`config.mk`:
```
export PLATFORM = sky130hd
export DESIGN_NAME = mesh_edge_port
export DESIGN_NICKNAME = d
export VERILOG_FILES = /design/src/rtl/mesh_edge_port.sv
export SDC_FILE = /design/constraint.sdc
export NUM_CORES = 1
export LEC_CHECK = 0
export CAP_MARGIN = 20
export CORE_MARGIN = 4
export CORE_UTILIZATION = 57
export CTS_BUF_LIST = sky130_fd_sc_hd__clkbuf_4 sky130_fd_sc_hd__clkbuf_8
export DETAILED_ROUTE_END_ITERATION = 7
export HOLD_SLACK_MARGIN = 0.06
export PLACE_DENSITY = 0.83
export SYNTH_ARGS = -nofsm -noshare
export SYNTH_HDL_FRONTEND = slang
export SYNTH_SLANG_ARGS = --single-unit
```
`constraint.sdc`:
```
create_clock -name clk -period 3.18 [get_ports clk]
set_input_delay 0.318 -clock clk [delete_from_list [all_inputs] [get_ports clk]]
set_output_delay 0.318 -clock clk [all_outputs]
set_load 0.005 [all_outputs]
```
`src/rtl/mesh_edge_port.sv`:
```
// Host-side adapter for one mesh router boundary port: independent TX and RX
// flit FIFOs between host and router, plus saturating transfer counters.

module mesh_edge_fifo #(
  parameter int DEPTH = 4,
  parameter int W     = 32
) (
  input  logic         clk,
  input  logic         rst,
  input  logic         push,
  input  logic [W-1:0] push_data,
  input  logic         pop,
  output logic         full,
  output logic         empty,
  output logic [W-1:0] head
);
  localparam int AW = $clog2(DEPTH);
  localparam int PW = AW + 1;

  logic [W-1:0]  mem [DEPTH];
  logic [PW-1:0] wr_ptr;
  logic [PW-1:0] rd_ptr;

  // Extra pointer bit tells a full FIFO apart from an empty one.
  assign empty = (wr_ptr == rd_ptr);
  assign full  = (wr_ptr[AW] != rd_ptr[AW]) && (wr_ptr[AW-1:0] == rd_ptr[AW-1:0]);
  assign head  = empty ? '0 : mem[rd_ptr[AW-1:0]];

  always_ff @(posedge clk or posedge rst) begin
    if (rst) begin
      wr_ptr <= '0;
      rd_ptr <= '0;
    end else begin
      if (push) wr_ptr <= wr_ptr + PW'(1);
      if (pop)  rd_ptr <= rd_ptr + PW'(1);
    end
  end

  always_ff @(posedge clk) begin
    if (push) mem[wr_ptr[AW-1:0]] <= push_data;
  end
endmodule

module mesh_edge_port #(
  parameter int FIFO_DEPTH = 4,
  parameter int CNT_W      = 16
) (
  input  logic             clk,
  input  logic             rst,
  input  logic [31:0]      host_tx_data,
  input  logic             host_tx_valid,
  output logic             host_tx_ready,
  output logic [31:0]      host_rx_data,
  output logic             host_rx_valid,
  input  logic             host_rx_ready,
  output logic [31:0]      net_dout,
  output logic             net_vout,
  input  logic             net_rin,
  input  logic [31:0]      net_din,
  input  logic             net_vin,
  output logic             net_rout,
  input  logic             clr_counts,
  output logic [CNT_W-1:0] tx_count,
  output logic [CNT_W-1:0] rx_count
);
  // Handshake: a flit moves on a rising clk edge where valid && ready; valid
  // never depends on ready, and an offered flit is held until it is taken.
  logic tx_full, tx_empty, tx_push, tx_pop;
  logic rx_full, rx_empty, rx_push, rx_pop;

  assign host_tx_ready = !rst && !tx_full;
  assign net_vout      = !tx_empty;
  assign tx_push       = host_tx_valid && host_tx_ready;
  assign tx_pop        = net_vout && net_rin;

  assign net_rout      = !rst && !rx_full;
  assign host_rx_valid = !rx_empty;
  assign rx_push       = net_vin && net_rout;
  assign rx_pop        = host_rx_valid && host_rx_ready;

  mesh_edge_fifo #(.DEPTH(FIFO_DEPTH), .W(32)) u_tx_fifo (
    .clk       (clk),
    .rst       (rst),
    .push      (tx_push),
    .push_data (host_tx_data),
    .pop       (tx_pop),
    .full      (tx_full),
    .empty     (tx_empty),
    .head      (net_dout)
  );

  mesh_edge_fifo #(.DEPTH(FIFO_DEPTH), .W(32)) u_rx_fifo (
    .clk       (clk),
    .rst       (rst),
    .push      (rx_push),
    .push_data (net_din),
    .pop       (rx_pop),
    .full      (rx_full),
    .empty     (rx_empty),
    .head      (host_rx_data)
  );

  // Clear wins over a same-cycle increment; counts stick at all-ones.
  always_ff @(posedge clk or posedge rst) begin
    if (rst) begin
      tx_count <= '0;
      rx_count <= '0;
    end else if (clr_counts) begin
      tx_count <= '0;
      rx_count <= '0;
    end else begin
      if (tx_pop && (tx_count != '1)) tx_count <= tx_count + CNT_W'(1);
      if (rx_push && (rx_count != '1)) rx_count <= rx_count + CNT_W'(1);
    end
  end
endmodule

```
=== Word-level counts from Yosys, hierarchy flattened ===
Memories as Yosys holds them, arrays and structs flattened.
Index checks and enable logic that the tools add are counted.

* $add $sub $neg: 6
* $mul: 0
* Div/mod/pow operators: 0
* Order comparisons: 0
* Eq/ne operators: 8
* Shifts and indexed selects: 0
* Multiplexer cells: 10
* Bitwise operators: 0
* Reduce and logical (&&, ||, !) cells: 17

{| class="wikitable"
|+ Operators with widths
! kind !! count
|-
| $mux 16 || 4
|-
| $mux 32 || 2
|-
| $add 16x1->16 const B || 2
|-
| $ne 16x16->1 const B || 2
|-
| $add 3x1->3 const B || 4
|-
| $logic_and 1x1->1 || 10
|-
| $eq 3x3->1 || 2
|-
| $logic_not 1->1 || 5
|-
| $eq 2x2->1 || 2
|-
| $mux 1 || 4
|-
| $reduce_bool 2->1 || 2
|-
| $ne 1x1->1 || 2
|}

* Bits in registers: 44
* Latch bits: 0
* RAM bits: 256
* ROM bits: 0
* Input port bits: 71
* Output and inout port bits: 100
* Logic and storage cells: 49
* Memories: 2

{| class="wikitable"
|+ Memory list
! memory !! depth !! width !! rd ports !! clocked after memory_dff !! write ports !! RTL line !! source
|-
| u_rx_fifo.mem || 4 || 32 || 1 || 0 || 1 || 20 || <nowiki>logic [W-1:0] mem [DEPTH];</nowiki>
|-
| u_tx_fifo.mem || 4 || 32 || 1 || 0 || 1 || 20 ||
|}

=== Logic depth before layout (Yosys ltp) ===
* Depth after elaboration: 8
* Gate-level depth with buffers: 7
* Depth with buffers taken out: 5

=== Modules after synthesis ===
A second synthesis with hierarchy kept.

* Cells, all modules: 688
* Area total of the unflattened synthesis: 12602.1 µm²

{| class="wikitable"
|+ Modules (own cells, without submodules)
! module !! instances !! cells an instance !! area an instance (µm²) !! seq. area each (µm²)
|-
| mesh_edge_fifo || 2 || 241 || 5367.6 || 3993.8
|-
| mesh_edge_port || 1 || 206 || 1866.8 || 800.8
|}

=== Worst setup path before layout ===
Ideal clock, no wire load.

* Kind: input -> register
* Start: in rst
* End: mem u_tx_fifo.mem[3][0], enable pin
* Library setup time: 0.394 ns
* Data arrival time: 2.541 ns
* Required time: 2.786 ns
* Path slack: 0.246 ns
* Cell stages on the path: 3
* Buffers on the path: 0
* Cells stage by stage: inv_1 > o311a_1 > and2_1

* Word-level cells in the longest chain between the ends: 5

{| class="wikitable"
|+ Ends and longest elaborated chain
! item !! RTL line !! source
|-
| start: declaration || 49 || <nowiki>input logic rst,</nowiki>
|-
| $logic_not 1->1 (no source line) || -- ||
|-
| $logic_and 1x1->1 || 71 || <nowiki>assign host_tx_ready = !rst && !tx_full;</nowiki>
|-
| $logic_and 1x1->1 || 73 || <nowiki>assign tx_push = host_tx_valid && host_tx_ready;</nowiki>
|-
| $mux 1 || 40 || <nowiki>if (push) mem[wr_ptr[AW-1:0]] <= push_data;</nowiki>
|-
| $mux 1 (implied by the code) || 40 ||
|-
| end: declaration || 20 ||
|}

No other way between the ends.

=== Final worst setup path ===
* Start: reg u_rx_fifo.rd_ptr[0]
* End: out host_rx_data[0]

* Word-level cells in the longest chain between the ends: 2
* Elaborated cells on any way between the ends: 3
* Those cells by class: eq/ne (1); mux (1); memory (1)

{| class="wikitable"
|+ Ends and longest elaborated chain
! item !! RTL line !! source
|-
| start: declaration || 22 || <nowiki>logic [PW-1:0] rd_ptr;</nowiki>
|-
| start signal: assignment || 35 || <nowiki>if (pop) rd_ptr <= rd_ptr + PW'(1);</nowiki>
|-
| $mem_v2 4x32 / $eq 3x3->1 (equally long branches) || -- ||
|-
| $mux 32 (*) || 27 || <nowiki>assign head = empty ? '0 : mem[rd_ptr[AW-1:0]];</nowiki>
|-
| end: declaration || 53 || <nowiki>output logic [31:0] host_rx_data,</nowiki>
|}

Mark *: on every way between the ends. The rest lies on a longest branch, timed or not.

==> flow_summary.json <==
{
  "switching_share_pct": 28.0,
  "busiest_layer": "met2",
  "antenna_found_initial": 0,
  "holdWs_ns": 0.369,
  "wl_mm": 25.4,
  "synth.area.mux_share_pct": 12.7,
  "avgSynthCellArea_um2": 18.1,
  "ir_drop_v": 0.000654,
  "worstPathCellList": "buf_4 > mux4_2 > and2_1 > clkdlybuf4s50_1",
  "post-synth-top-count-cell": "edfxtp_1",
  "die_h_um": 155,
  "max_freq_mhz": 334,
  "clockBufferDepth": 3,
  "cts.sinks": 300,
  "synth.distinct_cells": 42,
  "routedWlPerCell_um": 21.3,
  "htreeDepth": 2,
  "port_buffers": 170,
  "end_kind": "output port",
  "detail_route.first_pass.iterations": 5,
  "multiInputGateArea_um2": 3290,
  "grt_overflow": 0,
  "slew_viol_final": 0,
  "finalNetCount": 967,
  "cts_root_buffer": "clkbuf_8",
  "cp.buffers_inverters": 2,
  "yosysSeqAreaShare_pct": 71.6,
  "track_usage_pct": 21.5,
  "vias": 7026,
  "die_x_um": 155,
  "clk_latency_ns": 0.55,
  "skew_ns": 0.0121,
  "grt_pass1_vias": 7441,
  "p_comb_share_pct": 36.8,
  "synthAdderAreaFrac_pct": 1.22,
  "synth_area_leaders": "edfxtp_1 63%, mux4_2 12%, dfrtp_1 9.0%",
  "switching_power_mw": 3.70,
  "core_area_um2": 21100,
  "outcome": "finished, final reports clean",
  "critPathArrivalTime_ns": 2.67,
  "grt_max_degree": 45,
  "syn_inst": 679,
  "hold_path.class": "primary input to asynchronous set/reset pin",
  "synth_top_family_by_area": "multiplexers",
  "p_seq_share_pct": 38.3,
  "path_delay_family": "buffers and inverters",
  "powerDensity_nw_per_um2": 861,
  "fin_setup_tns_ns": 0,
  "grt_pass1_wl_mm": 40.4,
  "drtIter0Drc": 552,
  "crit_fanout": 14,
  "slowest_stage": "dfrtp_2",
  "start_util_pct": 58.2,
  "timing.final.crit_share_pct": 94.1,
  "cts_resized": 0,
  "worst_slew_pin_slew_ns": 1.06,
  "grtUsageMet2_pct": 35.8,
  "fin_crit_ns": 2.99,
  "regArea_um2": 8790,
  "diodes": 0,
  "dpl-instance-area_um2": 14400,
  "cp_slowest_stage_delay_ns": 0.69,
  "n_fill_cell": 1246,
  "final-hold-violation-count": 0,
  "viasPerCell": 5.89,
  "synth_compound_area_share_pct": 3.08,
  "setup_viol": 0,
  "required_ns": 2.86,
  "slew_headroom_pct": 29.6,
  "p_int_mw": 9.50,
  "dieArea_um2": 24000,
  "startpoint_type": "flip-flop",
  "worst-setup-path-type": "flip-flop to output port",
  "area_delta_synth_final_pct": 24.8,
  "maxCapViolCount": 0,
  "synth_xor_area_share_pct": 1.21,
  "synth-simple-area-share_pct": 8.49,
  "finish.instance_area_um2": 15300,
  "numCtsBuffers": 48,
  "synth_seq_cells": 300,
  "drt.antenna.violating_nets": 0,
  "cts_tree": "built",
  "hpwlAfterDp_mm": 16.0,
  "ios": 171,
  "gr-usage-met1_pct": 27.6,
  "gr-usage-met3_pct": 6.46,
  "synth_common_cells": "256 x edfxtp_1, 70 x and2_1, 64 x mux4_2",
  "post_cts_buffers": 0,
  "ys_async_sr_fraction_pct": 14.7,
  "clkTransAtPathRegs_ns": 0.07,
  "rsz0062_at_grt": "false",
  "drc_errors": 0,
  "ctsHoldBuffers": 0,
  "drive_gt1_share_pct": 18.3,
  "syn_nets": 762,
  "gp_congestion": 0.826,
  "final_cells": 1192,
  "power_frac_clock_pct": 24.9,
  "yosysWarnings": 0,
  "syn_area_um2": 12300,
  "netlist.area_leader.share_pct": 62.6,
  "synthFlopType": "edfxtp_1",
  "synth_top_cell_by_area": "edfxtp_1",
  "synth_edf_count": 256,
  "rows": 53,
  "p_leak_nw": 5.20,
  "place_inst": 1109
}
-- kinds of logic (layout without fill, tap and decap cells) --
logic type / count (synthesis) / count (layout)
AOI/OAI and AO/OA: 57 / 57
xor gates and xnor gates: 17 / 17
adders and majority gates: 12 / 12
buffers and inverters: 48 / 286
DFF: 300 / 300
muxes: 75 / 75
and+or+nand+nor: 170 / 170
-- layer usage --
layer,vias to the layer above,part of all wire (%),routed length (um)
met2,312,51,12900
met3,65,8.7,2210
met1,3515,38,9670
met5,-,0,0
li1,3134,-,-
met4,0,2.3,588
-- state kept, by name (all words and copies together), names as in the netlist --
name	cells
u_tx_fifo.wr_ptr	3
u_tx_fifo.rd_ptr	3
u_rx_fifo.wr_ptr	3
u_rx_fifo.rd_ptr	3
rx_count	16
u_tx_fifo.mem	128
u_rx_fifo.mem	128
tx_count	16
-- worst reg2reg max path: stages, from the launching register on --
cell,delay [ns]
dfrtp_2,0.69
xnor2_1,0.23
a311o_1,0.92
nor3_1,0.18
mux2_1,0.37
-- power groups by stage --
stage	Sequential [mW]	Combinational, mW	Clock (mW)
4_1_cts	5.06	4.95	3.36
3_5_place_dp	5.13	4.90	0
3_3_place_gp	5.09	4.80	0
5_1_grt	5.09	5.26	3.57
6_report	5.05	4.86	3.29
2_1_floorplan	5.01	2.56	0
-- layout by cell type (no fill, tap or decap), drive strengths merged, types with 5 or more instances in the layout --
| cell | instances |
|---|---|
| nand2 | 15 |
| ha | 12 |
| and3 | 8 |
| mux2 | 8 |
| and2 | 70 |
| dfrtp | 44 |
| buf | 20 |
| nor2b | 5 |
| nor2 | 7 |
| and4 | 8 |
| xor2 | 6 |
| nor4 | 6 |
| or4 | 16 |
| nand3 | 16 |
| clkdlybuf4s50 | 170 |
| nand4 | 10 |
| inv | 13 |
| o21ai | 5 |
| clkbuf | 59 |
| xnor2 | 11 |
| a21oi | 21 |
| edfxtp | 256 |
| mux4 | 64 |
| o31ai | 19 |
| clkinv | 18 |
-- path summary, 6_finish.rpt --
check	start	endpoint	slack, ns	cells past startpoint
setup / recovery	u_rx_fifo.rd_ptr[0]	host_rx_data[0]	0.19	4
hold / removal	rst	u_rx_fifo.wr_ptr[0]	0.37	3
setup reg to reg	u_rx_fifo.rd_ptr[0]	rx_count[5]	0.67	4
hold reg to reg	u_rx_fifo.wr_ptr[2]	u_rx_fifo.wr_ptr[2]	0.49	1
max in group asynchronous	rst	u_rx_fifo.rd_ptr[0]	2.40	3
min in group clk	host_tx_data[30]	u_tx_fifo.mem[2][30]	0.40	1
-- through the flow --
| stage | worst slack (ns) | utilization [%] | total power [mW] |
|---|---|---|---|
| final | 0.189 | 72.7 | 13.2 |
| after floorplan | 0.246 | - | 7.57 |
| after CTS | 0.130 | 72.7 | 13.4 |
| after global placement | 0.746 | 68.1 | 9.89 |
| after detailed placement | 0.705 | 68.1 | 10.0 |
| after global routing | 0.0175 | 72.7 | 13.9 |
-- cell type report --
| cell class | instances | area share, % |
|---|---|---|
| Timing Repair Buffer | 190 | 12.3 |
| Tap cell | 275 | 2.25 |
| Clock inverter | 24 | 1.43 |
| Clock buffer | 59 | 4.85 |
| Inverter | 13 | 0.318 |
| Sequential cell | 300 | 57.4 |
| Multi-Input combinational cell | 331 | 21.5 |
Power figures use the tool's default switching activity.
